<file path="src/rtl/phase_accum_if.sv">
`default_nettype none
// ---------------------------------------------------------------------------
// Module   : phase_accum_if
// Brief    : Theta sample stream from the phase accumulator to the cordic.
// Revision : 1.0
// ---------------------------------------------------------------------------
interface phase_accum_if #(
    parameter int D_WIDTH = 8
) ();
    logic [D_WIDTH-1:0] theta_out;
    logic               theta_valid;
    logic               theta_ready;
    logic               wrap;

    modport master (
        output theta_out,
        output theta_valid,
        output wrap,
        input  theta_ready
    );

    modport slave (
        input  theta_out,
        input  theta_valid,
        input  wrap,
        output theta_ready
    );
endinterface
`default_nettype wire

</file>
<file path="src/rtl/phase_accum.sv">
`default_nettype none
// ---------------------------------------------------------------------------
// Module   : phase_accum
// Brief    : NCO phase accumulator with double-buffered FCW, phase offset,
//            phase restart and a valid/ready theta output stage.
// Revision : 1.0
// ---------------------------------------------------------------------------
module phase_accum #(
    parameter int ACC_WIDTH = 16,
    parameter int D_WIDTH   = 8
) (
    input  logic                 clk,
    input  logic                 rst,
    input  logic                 en,
    input  logic [ACC_WIDTH-1:0] fcw_in,
    input  logic                 fcw_load,
    input  logic [D_WIDTH-1:0]   phase_off,
    input  logic                 sync,
    phase_accum_if.master        theta
);

    typedef enum logic [1:0] {
        S_IDLE  = 2'd0,
        S_OUT   = 2'd1,
        S_STALL = 2'd2
    } state_t;

    state_t               r_state;
    state_t               w_state_next;

    logic [ACC_WIDTH-1:0] r_acc;
    logic [ACC_WIDTH-1:0] r_fcw_act;
    logic [ACC_WIDTH-1:0] r_fcw_pend;
    logic                 r_pend_flag;
    logic                 r_sync_flag;
    logic [D_WIDTH-1:0]   r_theta;
    logic                 r_wrap;

    logic                 w_valid;
    logic                 w_advance;
    logic [ACC_WIDTH-1:0] w_acc_base;
    logic [ACC_WIDTH:0]   w_acc_sum;
    logic [D_WIDTH-1:0]   w_theta_next;

    assign w_valid   = (r_state != S_IDLE);
    assign w_advance = en && (!w_valid || theta.theta_ready);

    always_ff @(posedge clk) begin
        if (rst) begin
            r_state <= S_IDLE;
        end else begin
            r_state <= w_state_next;
        end
    end

    always_comb begin
        w_state_next = r_state;
        case (r_state)
            S_IDLE: begin
                if (w_advance) begin
                    w_state_next = S_OUT;
                end
            end
            S_OUT, S_STALL: begin
                if (w_advance) begin
                    w_state_next = S_OUT;
                end else if (theta.theta_ready) begin
                    w_state_next = S_IDLE;
                end else begin
                    w_state_next = S_STALL;
                end
            end
            default: w_state_next = S_IDLE;
        endcase
    end

    // A restart (latched or same-cycle) emits theta from a zero accumulator.
    always_comb begin
        w_acc_base   = (r_sync_flag || sync) ? '0 : r_acc;
        w_acc_sum    = {1'b0, w_acc_base} + {1'b0, r_fcw_act};
        w_theta_next = w_acc_base[ACC_WIDTH-1 -: D_WIDTH] + phase_off;
    end

    always_ff @(posedge clk) begin
        if (rst) begin
            r_acc       <= '0;
            r_fcw_act   <= '0;
            r_fcw_pend  <= '0;
            r_pend_flag <= 1'b0;
            r_sync_flag <= 1'b0;
            r_theta     <= '0;
            r_wrap      <= 1'b0;
        end else begin
            r_wrap <= 1'b0;
            if (w_advance) begin
                r_theta     <= w_theta_next;
                r_acc       <= w_acc_sum[ACC_WIDTH-1:0];
                r_wrap      <= w_acc_sum[ACC_WIDTH];
                r_sync_flag <= 1'b0;
                if (r_pend_flag) begin
                    r_fcw_act   <= r_fcw_pend;
                    r_pend_flag <= 1'b0;
                end
            end else if (sync) begin
                r_sync_flag <= 1'b1;
            end
            // A word captured here waits for the next advance to take effect.
            if (fcw_load) begin
                r_fcw_pend  <= fcw_in;
                r_pend_flag <= 1'b1;
            end
        end
    end

    assign theta.theta_out   = r_theta;
    assign theta.theta_valid = w_valid;
    assign theta.wrap        = r_wrap;

endmodule
`default_nettype wire

</file>
<file path="src/flat_wrapper.sv">
// flat-port wrapper written by rule: the top's interface ports become plain ports
module phase_accum_flat 
#(
    parameter int ACC_WIDTH = 16,
    parameter int D_WIDTH   = 8
)
  (clk, rst, en, fcw_in, fcw_load, phase_off, sync, theta_theta_out, theta_theta_valid, theta_wrap, theta_theta_ready);
  phase_accum_if #(.D_WIDTH(D_WIDTH)) theta_i ();
  input  logic clk;
  input  logic rst;
  input  logic en;
  input  logic [ACC_WIDTH-1:0] fcw_in;
  input  logic fcw_load;
  input  logic [D_WIDTH-1:0] phase_off;
  input  logic sync;
  output wire logic [$bits(theta_i.theta_out)-1:0] theta_theta_out;
  output wire logic [$bits(theta_i.theta_valid)-1:0] theta_theta_valid;
  output wire logic [$bits(theta_i.wrap)-1:0] theta_wrap;
  input wire logic [$bits(theta_i.theta_ready)-1:0] theta_theta_ready;
  assign theta_theta_out = theta_i.theta_out;
  assign theta_theta_valid = theta_i.theta_valid;
  assign theta_wrap = theta_i.wrap;
  assign theta_i.theta_ready = theta_theta_ready;
  phase_accum #(.ACC_WIDTH(ACC_WIDTH), .D_WIDTH(D_WIDTH)) u_core (.clk(clk), .rst(rst), .en(en), .fcw_in(fcw_in), .fcw_load(fcw_load), .phase_off(phase_off), .sync(sync), .theta(theta_i));
endmodule
</file>
<file path="config.mk">
export PLATFORM = sky130hd
export DESIGN_NAME = phase_accum_flat
export DESIGN_NICKNAME = d
export VERILOG_FILES = /design/src/rtl/phase_accum_if.sv /design/src/rtl/phase_accum.sv /design/src/flat_wrapper.sv
export SDC_FILE = /design/constraint.sdc
export NUM_CORES = 1
export LEC_CHECK = 0
export ABC_CLOCK_PERIOD_IN_PS = 3600
export CAP_MARGIN = 30
export CORE_ASPECT_RATIO = 1.4
export CORE_MARGIN = 2
export CORE_UTILIZATION = 56
export CTS_CLUSTER_DIAMETER = 150
export DETAILED_ROUTE_END_ITERATION = 10
export PLACE_DENSITY = 0.92
export SYNTH_ARGS = -nofsm -noshare
export SYNTH_HDL_FRONTEND = slang
export SYNTH_SLANG_ARGS = --single-unit
</file>
<file path="constraint.sdc">
create_clock -name clk -period 3.6 [get_ports clk]
set_input_delay 0.72 -clock clk [delete_from_list [all_inputs] [get_ports clk]]
set_output_delay 0.72 -clock clk [all_outputs]
set_load 0.03 [all_outputs]
</file>
==> results of run 1 <==
[cell families after synthesis]
kind of cell / synth area share, %
AND/OR/NAND/NOR: 23.43
AO/OA/AOI/OAI: 20.99
flip-flops: 34.55
buffers and inverters: 3.894
adder cells (fa/ha/maj): 8.035
multiplexers: 5.380
XOR/XNOR: 3.717
[per-stage QoR]
step / util, % / setup slack [ns]
floorplan: - / 0.3295
global placement: 65.03 / 0.01990
detailed placement: 65.03 / -0.06081
CTS: 68.82 / 0.3125
global route: 68.82 / 0.04606
finish: 68.82 / 0.2898
[layout make-up]
type                       instances  area (µm²)  share of cell area, %
sequential                        61        1221                  28.77
clock inverter                     5       82.58                  1.945
tap                               72       90.09                  2.122
multi-input combinational        341        2176                  51.25
timing repair buffer              54       498.0                  11.73
clock buffer                      11       151.4                  3.566
inverter                           7       26.28                 0.6189
[power groups by stage]
stage	registers, mW	logic, mW	clock network [mW]
detailed placement	0.732	0.195	0
finish	0.717	0.196	0.706
global placement	0.730	0.189	0
CTS	0.717	0.196	0.718
global route	0.720	0.215	0.748
floorplan	0.739	0.107	0
[routing by layer]
metal / up-vias / part of all wire (%) / global-route usage [%]
met5: - / 0 / 0
met4: 0 / 3.0 / 10.89
met3: 27 / 4.8 / 4.025
met2: 117 / 52 / 42.88
met1: 1532 / 41 / 27.26
li1: 1638 / - / -
[state kept, by name, indices dropped and copies added (netlist names)]
register	cells
u_core.r_acc	16
u_core.r_fcw_act	16
u_core.r_fcw_pend	16
u_core.theta.theta_out	8
u_core.r_state	2
u_core.r_pend_flag	1
u_core.r_sync_flag	1
u_core.theta.wrap	1
[critical path: stages]
cell	delay [ns]
clkdlybuf4s50_1	0.48
nor2_1	0.04
buf_4	0.17
and2_1	0.16
ha_1	0.21
fa_1	0.39
a211oi_1	0.25
buf_4	0.15
o21ai_1	0.11
a31oi_4	0.26
a2bb2oi_2	0.23
nor3_1	0.07
a221o_2	0.29
[layout by cell type (no fill, tap or decap), types with 3 or more instances in the layout]
cell / count
a211oi_1: 9
a21o_1: 3
a21oi_1: 43
a31oi_1: 3
a32oi_1: 3
and2_1: 16
buf_4: 15
clkbuf_8: 11
clkdlybuf4s50_1: 38
dfxtp_1: 61
ha_1: 20
inv_1: 7
mux2i_1: 19
nand2_1: 70
nand3_1: 8
nand3b_1: 3
nand4_1: 4
nor2_1: 39
nor3_1: 7
nor4b_1: 5
o21ai_0: 21
o21bai_1: 3
o22ai_1: 3
or3_1: 3
xnor2_1: 12
xor2_1: 3
[worst max-delay path by stage]
stage	endpoint	slack, ns	cells past startpoint
2_1_floorplan	u_core.r_acc[12]	0.33	12
3_3_place_gp	u_core.r_acc[12]	0.02	13
3_5_place_dp	u_core.r_acc[12]	-0.06	13
4_1_cts	u_core.r_acc[12]	0.31	13
5_1_grt	u_core.r_acc[15]	0.05	13
6_report	u_core.r_acc[12]	0.29	13
==> impl_results.md, run 1 <==
- Synthesized area: 3535 µm²
- Non-filler cells, final: 551
- Synth Warn #: 0
- MaxCap Viol Count: 0
- Vias in the first global route: 3177
- H-tree Lvls: 3
- Synth area leaders: dfxtp_1 35%, nand2_1 7.4%, ha_1 7.1%, a21oi_1 6.1%, mux2i_1 5.4%
- Flops & latches, synth: 61
- Antenna viol nets, final: 0
- Clock Sinks: 61
- CTS Buf Count: 9
- Wirelength, routed: 8146 µm
- Fillers: 471
- Global-route wire length before repair: 13650 µm
- Initial Util: 57.30%
- Async SR Flop Fraction: 0%
- CP arrival: 3.55 ns
- Hold slack: 0.4467 ns
- Drt first pass iters: 5
- Clock power share: 43.6%
- Share of cells above drive strength 1: 8.559%
- Outcome: completed
- Chip width: 71.15 µm
- PnR Total Power: 1.619 mW
- Final instance area: 4245 µm²
- Clock Skews: 0.009610 ns
- Cell Int Power: 1.216 mW
- TritonCTS clock tree: built
- Register share of total power: 44.3%
- Port Buffers: 39
- Worst hold stages: 2
- Pin count of the biggest net entering global routing: 57
- Vias per inst: 6.015
- Clock transition at path regs: 0.07 ns
- Largest area contributor in the netlist: dfxtp_1
- Critical Path Source: sync
- Path depth of the worst reg2reg path: 12
- Fin Setup TNS: 0 ns
- Min-delay src: u_core.r_acc[8]
- RSZ-0062 raised after global routing: false
- Synth unique cells: 59
- Clock insertion delay at the later pin of the skew report: 0.34 ns
- Die Area: 6973 µm²
- Most common cell in the synthesized netlist: nand2_1
- Crit. End Element: flop
- Reg2Reg Setup Slack: 0.71 ns
- Worst setup path class: primary input to flop
- CTS Root Cell: clkbuf_8
- Nets: 525
- Grt ovf: 0
- R2r startpoint: u_core.r_sync_flag
- Worst Tran Pin Value: 0.9845 ns
- Syn nets: 486
- F_max: 302.1 MHz
- Synth cell count leaders: 70 x nand2_1, 61 x dfxtp_1, 43 x a21oi_1
- Switching share of total power: 24.87%
- Worst ir drop on vdd: 0.3598 mV
- Die height: 98.01 µm
- Vias: 3314
- Req. time, crit path: 3.84 ns
- CP max FO: 8
- Routed wire length per instance: 14.78 µm
- Starting DRT DRC Count: 386
- Hold_buf cts: 0
- Startpoint Class: primary input
- Core area: 6168 µm²
- Lkg Pwr: 1.661 nW
- # rows: 34
- Yosys top cell area share: 34.55%
- Post-CTS Resized: 0
- Final Hold Viols: 0
- Final min period: 3.310 ns
- Period utilization: 91.95%
- Worst R2R End: u_core.r_acc[12]
- Comb pwr share: 12.1%
- Area growth syn-to-layout: 20.11%
- GPL Wtd Cong: 0.9103
- Placed Cells incl. Taps: 535
- Post-synth top flop: dfxtp_1
- Initial antenna violation count: 0
- HP Class: flop to flop
- Slew Limit Headroom: 34.36%
- Post-synth EDFFs: 0
- Power density over cell area: 381.4 nW/µm²
- Final HPWL DP: 5843 µm
- Post-CTS Setup Repair Bufs: 0
- Hold Path End: u_core.r_acc[8]
- Number of diodes: 0
- Fin. max-slew vios: 0
- Drt drc: 0
- Total track usage: 23.98%
- P_sw: 0.4026 mW
- Clock Path Buffers: 2
- Final setup fails: 0
- Top-Level Pins: 40
- Syn avg cell area: 8.126 µm²
- Post-Synthesis Cells: 435
- Area after DPL: 4011 µm²
- Part of the Yosys area used for sequential elements: 34.55%
(Power assumes the default switching activity.)
==> inputs of run 2 (changes only) <==
- PLACE_DENSITY: 0.92 -> 0.8
==> impl_results.md, run 2 (synthesized netlist as in run 1, its figures left out) <==
- Outcome: completed
- Final HPWL DP: 5624 µm
- MaxCap Viol Count: 0
- Non-filler cells, final: 552
- Worst-path cell chain: clkdlybuf4s50_1 > nor2_1 > buf_4 > buf_4 > and2_1 > ha_1 > o21ai_0 > o21bai_1 > a31oi_4 > a2bb2oi_2 > buf_4 > or4_1 > nand3_1
- Clock insertion delay at the later pin of the skew report: 0.35 ns
- Vias: 3217
- Largest regs: u_core.r_acc x16, u_core.r_fcw_act x16, u_core.r_fcw_pend x16
- Post-CTS Setup Repair Bufs: 0
- Period utilization: 90.78%
- H-tree Lvls: 3
- Final min period: 3.268 ns
- Dpl ws: -0.004903 ns
- Initial antenna violation count: 0
- Area growth syn-to-layout: 18.62%
- Drt drc: 0
- Clock transition at path regs: 0.07 ns
- Drt first pass iters: 5
- Vias per inst: 5.828
- Worst ir drop on vdd: 0.2495 mV
- Placed Cells incl. Taps: 537
- Fillers: 516
- Global-route wire length before repair: 13410 µm
- GPL Wtd Cong: 0.9335
- Die height: 98.01 µm
- Total track usage: 23.72%
- Hold_buf cts: 0
- Multi-input gate area: 2176 µm²
- CP max FO: 7
- CP arrival: 3.56 ns
- Initial Util: 57.30%
- Vias in the first global route: 3026
- CP max stage delay: 0.50 ns
- Chip width: 71.15 µm
- Die Area: 6973 µm²
- Critical Path Source: sync
- Routed wire length per instance: 13.91 µm
- Worst Tran Pin Value: 0.9434 ns
- Share of cells above drive strength 1: 8.542%
- Port Buffers: 39
- Number of diodes: 0
- Most frequent cells in the layout: 70 x nand2_1, 61 x dfxtp_1, 43 x a21oi_1, 39 x nor2_1, 38 x clkdlybuf4s50_1
- Post-CTS Resized: 0
- CTS Buf Count: 9
- CTS Root Cell: clkbuf_8
- R2r startpoint: u_core.r_sync_flag
- TritonCTS clock tree: built
- Starting DRT DRC Count: 158
- Area after DPL: 4026 µm²
- Fin Setup TNS: 0 ns
- # rows: 34
- Most common cell after layout, fill and taps aside: nand2_1
- Slowest-stage cell, CP: or4_1
- Clock Path Buffers: 2
- Final setup fails: 0
- RSZ-0062 raised after global routing: false
- CP most frequent cell: buf_4
- Worst setup margin: 0.3319 ns
- F_max: 306.0 MHz
- Fin. max-slew vios: 0
- Crit. End Element: flop
- Final instance area: 4193 µm²
- Power density over cell area: 343.7 nW/µm²
- Register area: 1221 µm²
- Min-delay src: u_core.r_acc[6]
- Wirelength, routed: 7678 µm
- Nets: 527
- Slew Limit Headroom: 36.91%
- Clock Skews: 0.01209 ns
- Core area: 6168 µm²
- Clock Sinks: 61
- Startpoint Class: primary input
- PnR Total Power: 1.441 mW
- Final Hold Viols: 0
- Lkg Pwr: 1.632 nW
- Top-Level Pins: 40
- Worst setup path class: primary input to flop
- Pin count of the biggest net entering global routing: 34
- Grt ovf: 0
- Req. time, crit path: 3.90 ns
- Antenna viol nets, final: 0
- HP Class: flop to flop
-- run 2: through the flow --
stage               hold slack (ns)  utilization [%]
global route                 0.4678            67.97
CTS                          0.4483            67.97
detailed placement           0.4397            65.27
global placement             0.4357            65.27
floorplan                    0.4167                -
finish                       0.4470            67.97
-- run 2: per-layer routing --
metal | vias to the layer above | GRT usage (%) | part of all wire, %
met2 | 94 | 39.67 | 50
met1 | 1466 | 28.27 | 43
met3 | 17 | 5.057 | 5.0
met5 | - | 0 | 0
met4 | 0 | 11.90 | 2.2
li1 | 1640 | - | -
-- run 2: power by group --
part | switching [mW] | internal, mW | total [mW] | leakage [nW]
combinational | 0.109 | 0.0873 | 0.196 | 1.05
sequential | 0.0154 | 0.700 | 0.716 | 0.498
clock | 0.267 | 0.262 | 0.529 | 0.0812
-- run 2: final timing paths --
kind,endpoint,slack [ns],depth (start not counted)
setup / recovery,u_core.r_acc[14],0.33,13
setup reg to reg,u_core.r_acc[14],0.76,12
hold / removal,u_core.r_acc[6],0.45,2
hold reg to reg,u_core.r_acc[6],0.45,2
-- run 2: critical path, delay by kind of cell --
family | cells | cell delay (ns)
buffers and inverters | 4 | 0.93
AO/OA/AOI/OAI | 4 | 0.76
AND/OR/NAND/NOR | 4 | 0.78
adder cells (fa/ha/maj) | 1 | 0.36
-- run 2: layout make-up --
type | count | share of cell area (%)
clock buffer | 11 | 3.372
clock inverter | 4 | 0.5968
inverter | 7 | 0.6267
multi-input combinational | 341 | 51.90
sequential | 61 | 29.13
tap | 72 | 2.149
timing repair buffer | 56 | 12.24
==> inputs of run 3 (changes only) <==
- PLACE_DENSITY: 0.8 -> 0.76
- SETUP_SLACK_MARGIN: default -> 0.05
- SLEW_MARGIN: default -> 20
==> impl_results.md, run 3 (synthesized netlist as in run 1, its figures left out) <==
- Area growth syn-to-layout: 20.74%
- Antenna viol nets, final: 0
- Met3 Use GR: 5.676%
- Drt drc: 0
- Most used routing layer in global routing: met2
- Placed Cells incl. Taps: 538
- Worst setup margin: 0.3400 ns
- Worst-path cell chain: clkdlybuf4s50_1 > nor2_1 > buf_4 > buf_4 > and2_1 > ha_1 > o21ai_0 > o21ai_1 > a31oi_4 > a2bb2oi_2 > buf_4 > or4_1 > nand3_1
- F_max: 306.7 MHz
- Top-Level Pins: 40
- CP delay by family, top: buffers and inverters
- Startpoint Class: primary input
- Final instance area: 4268 µm²
- Worst ir drop on vdd: 0.2963 mV
- Die Area: 6973 µm²
- CP arrival: 3.55 ns
- Met1 Usage GRT: 29.16%
- Initial antenna violation count: 0
- Final setup fails: 0
- MaxCap Viol Count: 0
- Chip width: 71.15 µm
- Total track usage: 23.78%
- Lkg Pwr: 1.664 nW
- Final min period: 3.260 ns
- CTS Root Cell: clkbuf_8
- GPL Wtd Cong: 0.8861
- RSZ-0062 raised after global routing: false
- Routed wire length per instance: 13.67 µm
- Initial Util: 57.30%
- Worst setup path class: primary input to flop
- Most common cell after layout, fill and taps aside: nand2_1
- Non-filler cells, final: 556
- H-tree Lvls: 3
- Die height: 98.01 µm
- Crit. End Element: flop
- Hold_buf cts: 0
- Pin count of the biggest net entering global routing: 57
- Post-CTS Setup Repair Bufs: 0
- PnR Total Power: 1.531 mW
- # rows: 34
- Vias in the first global route: 3060
- Clock Sinks: 61
- Fin. max-slew vios: 0
- Hold slack: 0.4469 ns
- Reg2Reg Setup Slack: 0.76 ns
- Nets: 530
- Slowest-stage cell, CP: or4_1
- CP bufs+invs: 4
- Share of cells above drive strength 1: 9.504%
- Drt first pass iters: 5
- Starting DRT DRC Count: 140
- Req. time, crit path: 3.89 ns
- Power density over cell area: 358.6 nW/µm²
- Period utilization: 90.56%
- Area after DPL: 4034 µm²
- Most frequent cells in the layout: 70 x nand2_1, 61 x dfxtp_1, 43 x a21oi_1, 39 x nor2_1, 38 x clkdlybuf4s50_1
- Clock Skews: 0.01113 ns
- Fillers: 492
- Vias per inst: 5.698
- CP most frequent cell: buf_4
- Final HPWL DP: 5407 µm
- Grt ovf: 0
- Outcome: completed
- Clock insertion delay at the later pin of the skew report: 0.35 ns
- Final Hold Viols: 0
- Clock transition at path regs: 0.07 ns
- CP max stage delay: 0.49 ns
- Vias: 3168
- Largest regs: u_core.r_acc x16, u_core.r_fcw_act x16, u_core.r_fcw_pend x16
- Slew Limit Headroom: 47.76%
- Number of diodes: 0
- Global-route wire length before repair: 13430 µm
- Worst Tran Pin Value: 0.7784 ns
- Port Buffers: 39
- Post-CTS Resized: 0
- CP max FO: 6
- Clock Path Buffers: 2
- HP Class: flop to flop
- Wirelength, routed: 7598 µm
- Dpl ws: -0.02089 ns
- GR Layer Usage met2: 39.53%
- Core area: 6168 µm²
- CTS Buf Count: 9
- TritonCTS clock tree: built
run 3: metrics by stage:
step	TNS (ns)	utilization [%]
floorplan	0	-
global placement	0	65.40
detailed placement	-0.02387	65.40
CTS	0	68.62
global route	0	69.19
finish	0	69.19
run 3: layout make-up:
cell class	count	area (µm²)	area share [%]
clock buffer	9	123.9	2.902
clock inverter	7	75.07	1.759
inverter	7	26.28	0.6157
multi-input combinational	341	2176	50.98
sequential	61	1221	28.61
tap	72	90.09	2.111
timing repair buffer	59	555.5	13.02
run 3: tightest hold or removal path, stage by stage (launching register included):
cell and delay (ns):
dfxtp_1 0.31, nand2_1 0.05, a21oi_1 0.05
run 3: power by group:
part	total (mW)	switching, mW	leakage [nW]	internal, mW
clock	0.614	0.293	0.0918	0.321
sequential	0.716	0.0157	0.498	0.700
combinational	0.201	0.109	1.07	0.0918
run 3: final timing paths:
kind	from	end	cells past startpoint
max	sync	u_core.r_acc[14]	13
min	u_core.r_acc[8]	u_core.r_acc[8]	2
max reg2reg	u_core.r_sync_flag	u_core.r_acc[14]	12
min reg2reg	u_core.r_acc[8]	u_core.r_acc[8]	2
run 3: layer usage:
layer / part of all wire, % / vias up
met1: 45 / 1439
met2: 49 / 71
met3: 3.9 / 14
met4: 1.9 / 0
met5: 0 / -
li1: - / 1644
